### config.mk
export PLATFORM = sky130hd
export DESIGN_NAME = m68k_bus_master_flat
export DESIGN_NICKNAME = d
export VERILOG_FILES = /design/src/rtl/m68k_bus_master_if.sv /design/src/rtl/m68k_bus_master.sv /design/src/flat_wrapper.sv
export SDC_FILE = /design/constraint.sdc
export NUM_CORES = 1
export LEC_CHECK = 0
export ABC_AREA = 0
export ABC_CLOCK_PERIOD_IN_PS = 5600
export CAP_MARGIN = 20
export CORE_MARGIN = 2
export CORE_UTILIZATION = 25
export DETAILED_ROUTE_END_ITERATION = 7
export DONT_BUFFER_PORTS = 1
export GPL_ROUTABILITY_DRIVEN = 1
export SYNTH_ARGS = -nofsm -noshare
export SYNTH_HDL_FRONTEND = slang
export SYNTH_SLANG_ARGS = --single-unit
### constraint.sdc
create_clock -name C14M_i -period 5.6 [get_ports C14M_i]
set_clock_uncertainty 0.05 [all_clocks]
set_input_delay 1.4 -clock C14M_i [delete_from_list [all_inputs] [get_ports C14M_i]]
set_output_delay 1.4 -clock C14M_i [all_outputs]
set_load 0.005 [all_outputs]
### src/rtl/m68k_bus_master_if.sv
// Host request/response signals plus 68000/6800 bus pins shared by the
// bus master (master modport) and whatever sits on the bus (slave modport).
interface m68k_bus_master_if;
  logic        req;
  logic        we;
  logic [22:0] addr;
  logic [1:0]  be;
  logic [15:0] wdata;
  logic [15:0] rdata;
  logic        ack;
  logic        berr;
  logic        busy;
  logic [22:0] A;
  logic [15:0] D_out;
  logic [15:0] D_in;
  logic        D_oe;
  logic        nAS;
  logic        nUDS;
  logic        nLDS;
  logic        RW;
  logic        nDTACK;
  logic        nVPA;
  logic        E;
  logic        nVMA;
  logic        nBR;
  logic        nBG;
  logic        bus_oe;

  modport master (
    input  req, we, addr, be, wdata, D_in, nDTACK, nVPA, nBR,
    output rdata, ack, berr, busy, A, D_out, D_oe, nAS, nUDS, nLDS, RW,
           E, nVMA, nBG, bus_oe
  );

  modport slave (
    output req, we, addr, be, wdata, D_in, nDTACK, nVPA, nBR,
    input  rdata, ack, berr, busy, A, D_out, D_oe, nAS, nUDS, nLDS, RW,
           E, nVMA, nBG, bus_oe
  );
endinterface

### src/rtl/m68k_bus_master.sv
// 68000-style bus master: one half-state per C14M cycle, DTACK/VPA
// termination, wait-state timeout with bus error, and bus arbitration.
module m68k_bus_master #(
  parameter int TIMEOUT = 64
) (
  input logic              C14M_i,
  input logic              nRESET_i,
  m68k_bus_master_if.master bus
);

  typedef enum logic [3:0] {
    IDLE, S0, S1, S2, S3, S4, S5, S6, S7, W, VWAIT, GRANT
  } state_e;

  localparam logic [7:0] TimeoutLim = 8'(TIMEOUT);

  state_e      state_q, state_d;
  logic [22:0] addr_q, addr_d;
  logic        we_q, we_d;
  logic [1:0]  be_q, be_d;
  logic [15:0] wdata_q, wdata_d;
  logic [15:0] rdata_q, rdata_d;
  logic        berr_q, berr_d;
  logic        vpa_q, vpa_d;
  logic        seen11_q, seen11_d;
  logic [7:0]  waitCnt_q, waitCnt_d;
  logic [4:0]  eCnt_q, eCnt_d;

  logic asAct;
  logic dsAct;
  logic rwLow;
  logic dataOe;
  logic granted;

  always_ff @(posedge C14M_i or negedge nRESET_i) begin
    if (!nRESET_i) begin
      state_q   <= IDLE;
      addr_q    <= '0;
      we_q      <= 1'b0;
      be_q      <= 2'b00;
      wdata_q   <= '0;
      rdata_q   <= '0;
      berr_q    <= 1'b0;
      vpa_q     <= 1'b0;
      seen11_q  <= 1'b0;
      waitCnt_q <= '0;
      eCnt_q    <= '0;
    end else begin
      state_q   <= state_d;
      addr_q    <= addr_d;
      we_q      <= we_d;
      be_q      <= be_d;
      wdata_q   <= wdata_d;
      rdata_q   <= rdata_d;
      berr_q    <= berr_d;
      vpa_q     <= vpa_d;
      seen11_q  <= seen11_d;
      waitCnt_q <= waitCnt_d;
      eCnt_q    <= eCnt_d;
    end
  end

  always_comb begin
    state_d   = state_q;
    addr_d    = addr_q;
    we_d      = we_q;
    be_d      = be_q;
    wdata_d   = wdata_q;
    rdata_d   = rdata_q;
    berr_d    = berr_q;
    vpa_d     = vpa_q;
    seen11_d  = seen11_q;
    waitCnt_d = waitCnt_q;
    eCnt_d    = (eCnt_q == 5'd19) ? 5'd0 : eCnt_q + 5'd1;

    case (state_q)
      IDLE: begin
        if (!bus.nBR) begin
          state_d = GRANT;
        end else if (bus.req) begin
          addr_d  = bus.addr;
          we_d    = bus.we;
          be_d    = (bus.be == 2'b00) ? 2'b11 : bus.be;
          wdata_d = bus.wdata;
          state_d = S0;
        end
      end
      S0: begin
        waitCnt_d = '0;
        berr_d    = 1'b0;
        vpa_d     = 1'b0;
        seen11_d  = 1'b0;
        state_d   = S1;
      end
      S1: state_d = S2;
      S2: state_d = S3;
      S3: state_d = S4;
      // DTACK has priority over VPA; otherwise wait states come in S4/W pairs
      S4, W: begin
        waitCnt_d = waitCnt_q + 8'd1;
        if (!bus.nDTACK) begin
          state_d = S5;
        end else if (!bus.nVPA) begin
          state_d = VWAIT;
          vpa_d   = 1'b1;
        end else if (waitCnt_d == TimeoutLim) begin
          state_d = S5;
          berr_d  = 1'b1;
          rdata_d = 16'hFFFF;
        end else begin
          state_d = (state_q == S4) ? W : S4;
        end
      end
      // Sync to E: a count-11 cycle with VMA asserted must precede the count-19 transfer
      VWAIT: begin
        if (eCnt_q == 5'd11) seen11_d = 1'b1;
        if (seen11_q && eCnt_q == 5'd19) begin
          rdata_d = bus.D_in;
          state_d = S5;
        end
      end
      S5: state_d = S6;
      S6: begin
        if (!we_q && !vpa_q && !berr_q) rdata_d = bus.D_in;
        state_d = S7;
      end
      S7: state_d = bus.nBR ? IDLE : GRANT;
      GRANT: if (bus.nBR) state_d = IDLE;
      default: state_d = IDLE;
    endcase
  end

  always_comb begin
    asAct  = (state_q inside {S2, S3, S4, S5, S6, W, VWAIT});
    dsAct  = we_q ? (state_q inside {S4, S5, S6, W, VWAIT}) : asAct;
    rwLow  = we_q && (state_q inside {S2, S3, S4, S5, S6, S7, W, VWAIT});
    dataOe = we_q && (state_q inside {S3, S4, S5, S6, S7, W, VWAIT});
    granted = (state_q == GRANT) && !bus.nBR;
  end

  assign bus.A      = addr_q;
  assign bus.D_out  = wdata_q;
  assign bus.D_oe   = dataOe;
  assign bus.nAS    = !asAct;
  assign bus.nUDS   = !(dsAct && be_q[1]);
  assign bus.nLDS   = !(dsAct && be_q[0]);
  assign bus.RW     = !rwLow;
  assign bus.rdata  = rdata_q;
  assign bus.ack    = (state_q == S7);
  assign bus.berr   = (state_q == S7) && berr_q;
  assign bus.busy   = (state_q != IDLE);
  assign bus.E      = (eCnt_q >= 5'd12);
  assign bus.nVMA   = !((state_q == VWAIT) || (vpa_q && (state_q inside {S5, S6})));
  assign bus.nBG    = !granted;
  assign bus.bus_oe = !granted;

endmodule
### src/flat_wrapper.sv
// flat-port wrapper written by rule: the top's interface ports become plain ports
module m68k_bus_master_flat 
#(
  parameter int TIMEOUT = 64
)
  (C14M_i, nRESET_i, bus_req, bus_we, bus_addr, bus_be, bus_wdata, bus_D_in, bus_nDTACK, bus_nVPA, bus_nBR, bus_rdata, bus_ack, bus_berr, bus_busy, bus_A, bus_D_out, bus_D_oe, bus_nAS, bus_nUDS, bus_nLDS, bus_RW, bus_E, bus_nVMA, bus_nBG, bus_bus_oe);
  m68k_bus_master_if bus_i ();
  input logic C14M_i;
  input logic nRESET_i;
  input wire logic [$bits(bus_i.req)-1:0] bus_req;
  input wire logic [$bits(bus_i.we)-1:0] bus_we;
  input wire logic [$bits(bus_i.addr)-1:0] bus_addr;
  input wire logic [$bits(bus_i.be)-1:0] bus_be;
  input wire logic [$bits(bus_i.wdata)-1:0] bus_wdata;
  input wire logic [$bits(bus_i.D_in)-1:0] bus_D_in;
  input wire logic [$bits(bus_i.nDTACK)-1:0] bus_nDTACK;
  input wire logic [$bits(bus_i.nVPA)-1:0] bus_nVPA;
  input wire logic [$bits(bus_i.nBR)-1:0] bus_nBR;
  output wire logic [$bits(bus_i.rdata)-1:0] bus_rdata;
  output wire logic [$bits(bus_i.ack)-1:0] bus_ack;
  output wire logic [$bits(bus_i.berr)-1:0] bus_berr;
  output wire logic [$bits(bus_i.busy)-1:0] bus_busy;
  output wire logic [$bits(bus_i.A)-1:0] bus_A;
  output wire logic [$bits(bus_i.D_out)-1:0] bus_D_out;
  output wire logic [$bits(bus_i.D_oe)-1:0] bus_D_oe;
  output wire logic [$bits(bus_i.nAS)-1:0] bus_nAS;
  output wire logic [$bits(bus_i.nUDS)-1:0] bus_nUDS;
  output wire logic [$bits(bus_i.nLDS)-1:0] bus_nLDS;
  output wire logic [$bits(bus_i.RW)-1:0] bus_RW;
  output wire logic [$bits(bus_i.E)-1:0] bus_E;
  output wire logic [$bits(bus_i.nVMA)-1:0] bus_nVMA;
  output wire logic [$bits(bus_i.nBG)-1:0] bus_nBG;
  output wire logic [$bits(bus_i.bus_oe)-1:0] bus_bus_oe;
  assign bus_i.req = bus_req;
  assign bus_i.we = bus_we;
  assign bus_i.addr = bus_addr;
  assign bus_i.be = bus_be;
  assign bus_i.wdata = bus_wdata;
  assign bus_i.D_in = bus_D_in;
  assign bus_i.nDTACK = bus_nDTACK;
  assign bus_i.nVPA = bus_nVPA;
  assign bus_i.nBR = bus_nBR;
  assign bus_rdata = bus_i.rdata;
  assign bus_ack = bus_i.ack;
  assign bus_berr = bus_i.berr;
  assign bus_busy = bus_i.busy;
  assign bus_A = bus_i.A;
  assign bus_D_out = bus_i.D_out;
  assign bus_D_oe = bus_i.D_oe;
  assign bus_nAS = bus_i.nAS;
  assign bus_nUDS = bus_i.nUDS;
  assign bus_nLDS = bus_i.nLDS;
  assign bus_RW = bus_i.RW;
  assign bus_E = bus_i.E;
  assign bus_nVMA = bus_i.nVMA;
  assign bus_nBG = bus_i.nBG;
  assign bus_bus_oe = bus_i.bus_oe;
  m68k_bus_master #(.TIMEOUT(TIMEOUT)) u_core (.C14M_i(C14M_i), .nRESET_i(nRESET_i), .bus(bus_i));
endmodule
==> results.md <==
- Commonest non-fill, non-tap cells in the layout: dfrtp_1, mux2_2, a21oi_1
- Post-synth ARST share: 100.0%
- Max-cap violations: 0
- Fmax: 295.7 MHz
- Most used DFF post-synth: dfrtp_1
- Multiplexer share of the synthesized area: 12.23%
- Critical Path Start Type: flop
- Overflow after GRT: 0
- WP data arrival: between 1.5 and 2 ns
- Sequential share of the synthesized area: roughly 53%
- Register area: 0.001952 sq mm
- Largest net degree at the start of global routing: 79
- Clk slew on worst S/H paths: around 0.060 ns
- Status: finished clean
- Clock root cell: clkbuf_16
- Power per cell area: ~520 mW/mm^2
- Tcrit/Tclk final: 60.39%
- Number of placed I/O pins: 131
- Post-synthesis compound-gate area fraction: 17.19%
- Required time at the worst-slack endpoint: roughly 4.2 ns
- Lkg Pwr: about 1.7 nW
- Final std cells w/o fill: 527
- Drc violations: 0
- Clk sink count: 78
- Clock latency on the worst-skew pair: 0.34 ns
- ANT cells: 0
- Int Power: ~0.0014 W
- Top area cells in the synthesized netlist: dfrtp_1, mux2_2, a21oi_1
- Rel. slew slack: 39.28%
- Tmin final: 3.382 ns
- Die width: 125.4 um
- Wirelength per Cell: 16.25 um
- DP Area: 0.003850 sq mm
- Top cell type's share of synthesized area: 53.01%
- XOR/XNOR Fraction of Synth Area: approximately 1.2%
- Critical path type: reg2out
- Seq cells post-synth: 78
- Sw power: 0.0007323 W
- Core Area: 0.01448 sq mm
- Post-CTS setup buffers: 0
- Final Util: 28.97%
- DIE AREA: 0.01572 sq mm
- RSZ-0062 raised after global routing: false
- CTS Buf Count: 9
- Drt first-iter violations: roughly 270
- CTS tree: done
- Yosys Warn Count: 0
- Multi-input logic area: 0.001608 sq mm
- Final net count: between 400 and 500
- Min-delay worst type: reg2reg
- Setup TNS: 0 ns
- Longest Clk Path Bufs: 2
- Die height: 125.4 um
- Vias post-DR: 2578
- Synth Area in Adders: around 1.0%
- GRT Overall Usage: 11.19%
- Post-synth EDFFs: 0
- Finish-stage setup viols: 0
- Max FO, Critical Path: 18
- Cells after synthesis: 341
- Detailed Routing Iterations Pass 1: 4
- Endpoints failing hold: 0
- Worst-margin pin slew: 0.9081 ns
- Sw frac: approximately 34%
- PostCTS Resize Cnt: 0
- Max VDD drop: 0.1641 mV
- Most common cell after layout, fill and taps aside: dfrtp_1
- First-pass GRT wire length: ~14000 um
- Logic pwr share: approximately a quarter
- Initial Util: 25.43%
- Post-Syn Nets: 408
- Post-synthesis simple-gate area fraction: 11.79%
- Total wire length: 8564 um
- DP Wirelength: 6007 um
- Initial antenna violation count: 0
- Routability cong.: 0.8126
- Largest family of logic cells by synthesized area: compound AO/OA/AOI/OAI gates
- Synth cell types: 46
- Mapped cell area: ~0.0037 sq mm
- Clk pwr share: 27.7%
- Synth area leader: dfrtp_1
- Mean Syn Cell Area: 10.80 sq um
- Sequential power share: between 40% and 50%
- Max Transition Viols Final: 0
- Final Cell Area: 0.004194 sq mm
- H-tree depth: 3
- Row cnt: between 40 and 50
- Hold Buf Count CTS: 0
- Vias per Instance: about 4.9
- Number of global-route vias before repair: 2603
- Number of port buffers: 0
- Detail Route Antenna Nets: 0
- FILL cells: 1505
- Area Overhead vs Synth: 13.90%
- Placed cells: 509
- Ratio of cells with drive above 1 in the final layout: 21.57%
- Reg2reg setup slack: between 2 and 3 ns
- Crit end category: primary output
[layer usage]
layer / share of wire, % / vias to the layer above / track usage [%]
li1: - / 1221 / -
met1: 43 / 1254 / 13.51
met2: 48 / 92 / 17.46
met3: 7.0 / 11 / 4.407
met4: 2.1 / 0 / 5.490
met5: 0 / - / 0
[registers in the layout, summed over array words and instances, names as in the netlist]
register and flops:
u_core.seen11_q 1, u_core.berr_q 1, u_core.eCnt_q 5, u_core.we_q 1
u_core.vpa_q 1, u_core.bus.rdata 16, u_core.waitCnt_q 8, u_core.bus.D_out 16
u_core.state_q 4, u_core.bus.A 23, u_core.be_q 2
[per-stage QoR]
step	hold slack (ns)	power [W]	setup WS, ns
after floorplan	0.3988	0.001415	2.317
after global placement	0.4169	0.001544	2.408
after detailed placement	0.4238	0.001570	2.387
after CTS	0.4335	0.002181	2.194
after global routing	0.4818	0.002309	2.069
final	0.4310	0.002160	2.218
[worst paths after layout]
kind / start / end / depth (start not counted)
max in group asynchronous: nRESET_i / u_core.bus.D_out[3] / 0
worst max register to register: u_core.waitCnt_q[0] / u_core.state_q[3] / 6
worst min-delay path: u_core.eCnt_q[0] / u_core.eCnt_q[0] / 1
worst max-delay path: u_core.state_q[0] / bus_nUDS / 5
min in group asynchronous: nRESET_i / u_core.waitCnt_q[0] / 0
worst min register to register: u_core.eCnt_q[0] / u_core.eCnt_q[0] / 1
[cell type report]
| type | instances | share of cell area (%) |
|---|---|---|
| multi-input cells | 232 | 38.34 |
| flip-flops and latches | 78 | 46.54 |
| clock inverters | 6 | 1.671 |
| inverters | 14 | 1.253 |
| repair buffers | 3 | 1.014 |
| clock buffers | 10 | 5.698 |
| well taps | 184 | 5.489 |
[critical path, stage by stage (launching register included)]
cell     delay, ns
dfrtp_1       0.66
inv_1         0.18
nor2_1        0.13
o21ai_0       0.08
a31oi_1       0.38
nand2_1       0.15
[cell families (layout without fill, tap and decap cells)]
group                      after synthesis  after routing
adders and majority gates                3              3
buffers and inverters                   31             33
AOI/OAI and AO/OA                       92             92
muxes                                   40             40
DFF                                     78             78
xor gates and xnor gates                 5              5
and+or+nand+nor                         92             92
[synth_stat cells (2+ instances only)]
cell and instances:
o22ai_1 7, a31oi_1 3, a22o_1 2, nand2_1 23
xnor2_1 4, nor3_1 5, inv_1 14, buf_2 3
a21oi_1 30, o31ai_1 2, a211o_1 3, nor2b_1 8
nand3_1 12, ha_1 3, mux2_2 40, o21ai_0 18
dfrtp_1 78, nor2_1 28, nand4_1 3, a21o_1 3
o211ai_1 2, clkbuf_1 11, o22ai_2 10, nand2b_1 5
and3_1 3
[power groups by stage]
| stage | clock network (W) | registers (W) | logic, W |
|---|---|---|---|
| floorplan | 0 | 0.000928 | 0.000486 |
| global placement | 0 | 0.00103 | 0.000518 |
| detailed placement | 0 | 0.00103 | 0.000537 |
| CTS | 0.000618 | 0.00103 | 0.000537 |
| global route | 0.000651 | 0.00106 | 0.000603 |
| finish | 0.000598 | 0.00102 | 0.000538 |
No activity file was read; power rests on OpenSTA's default activity.
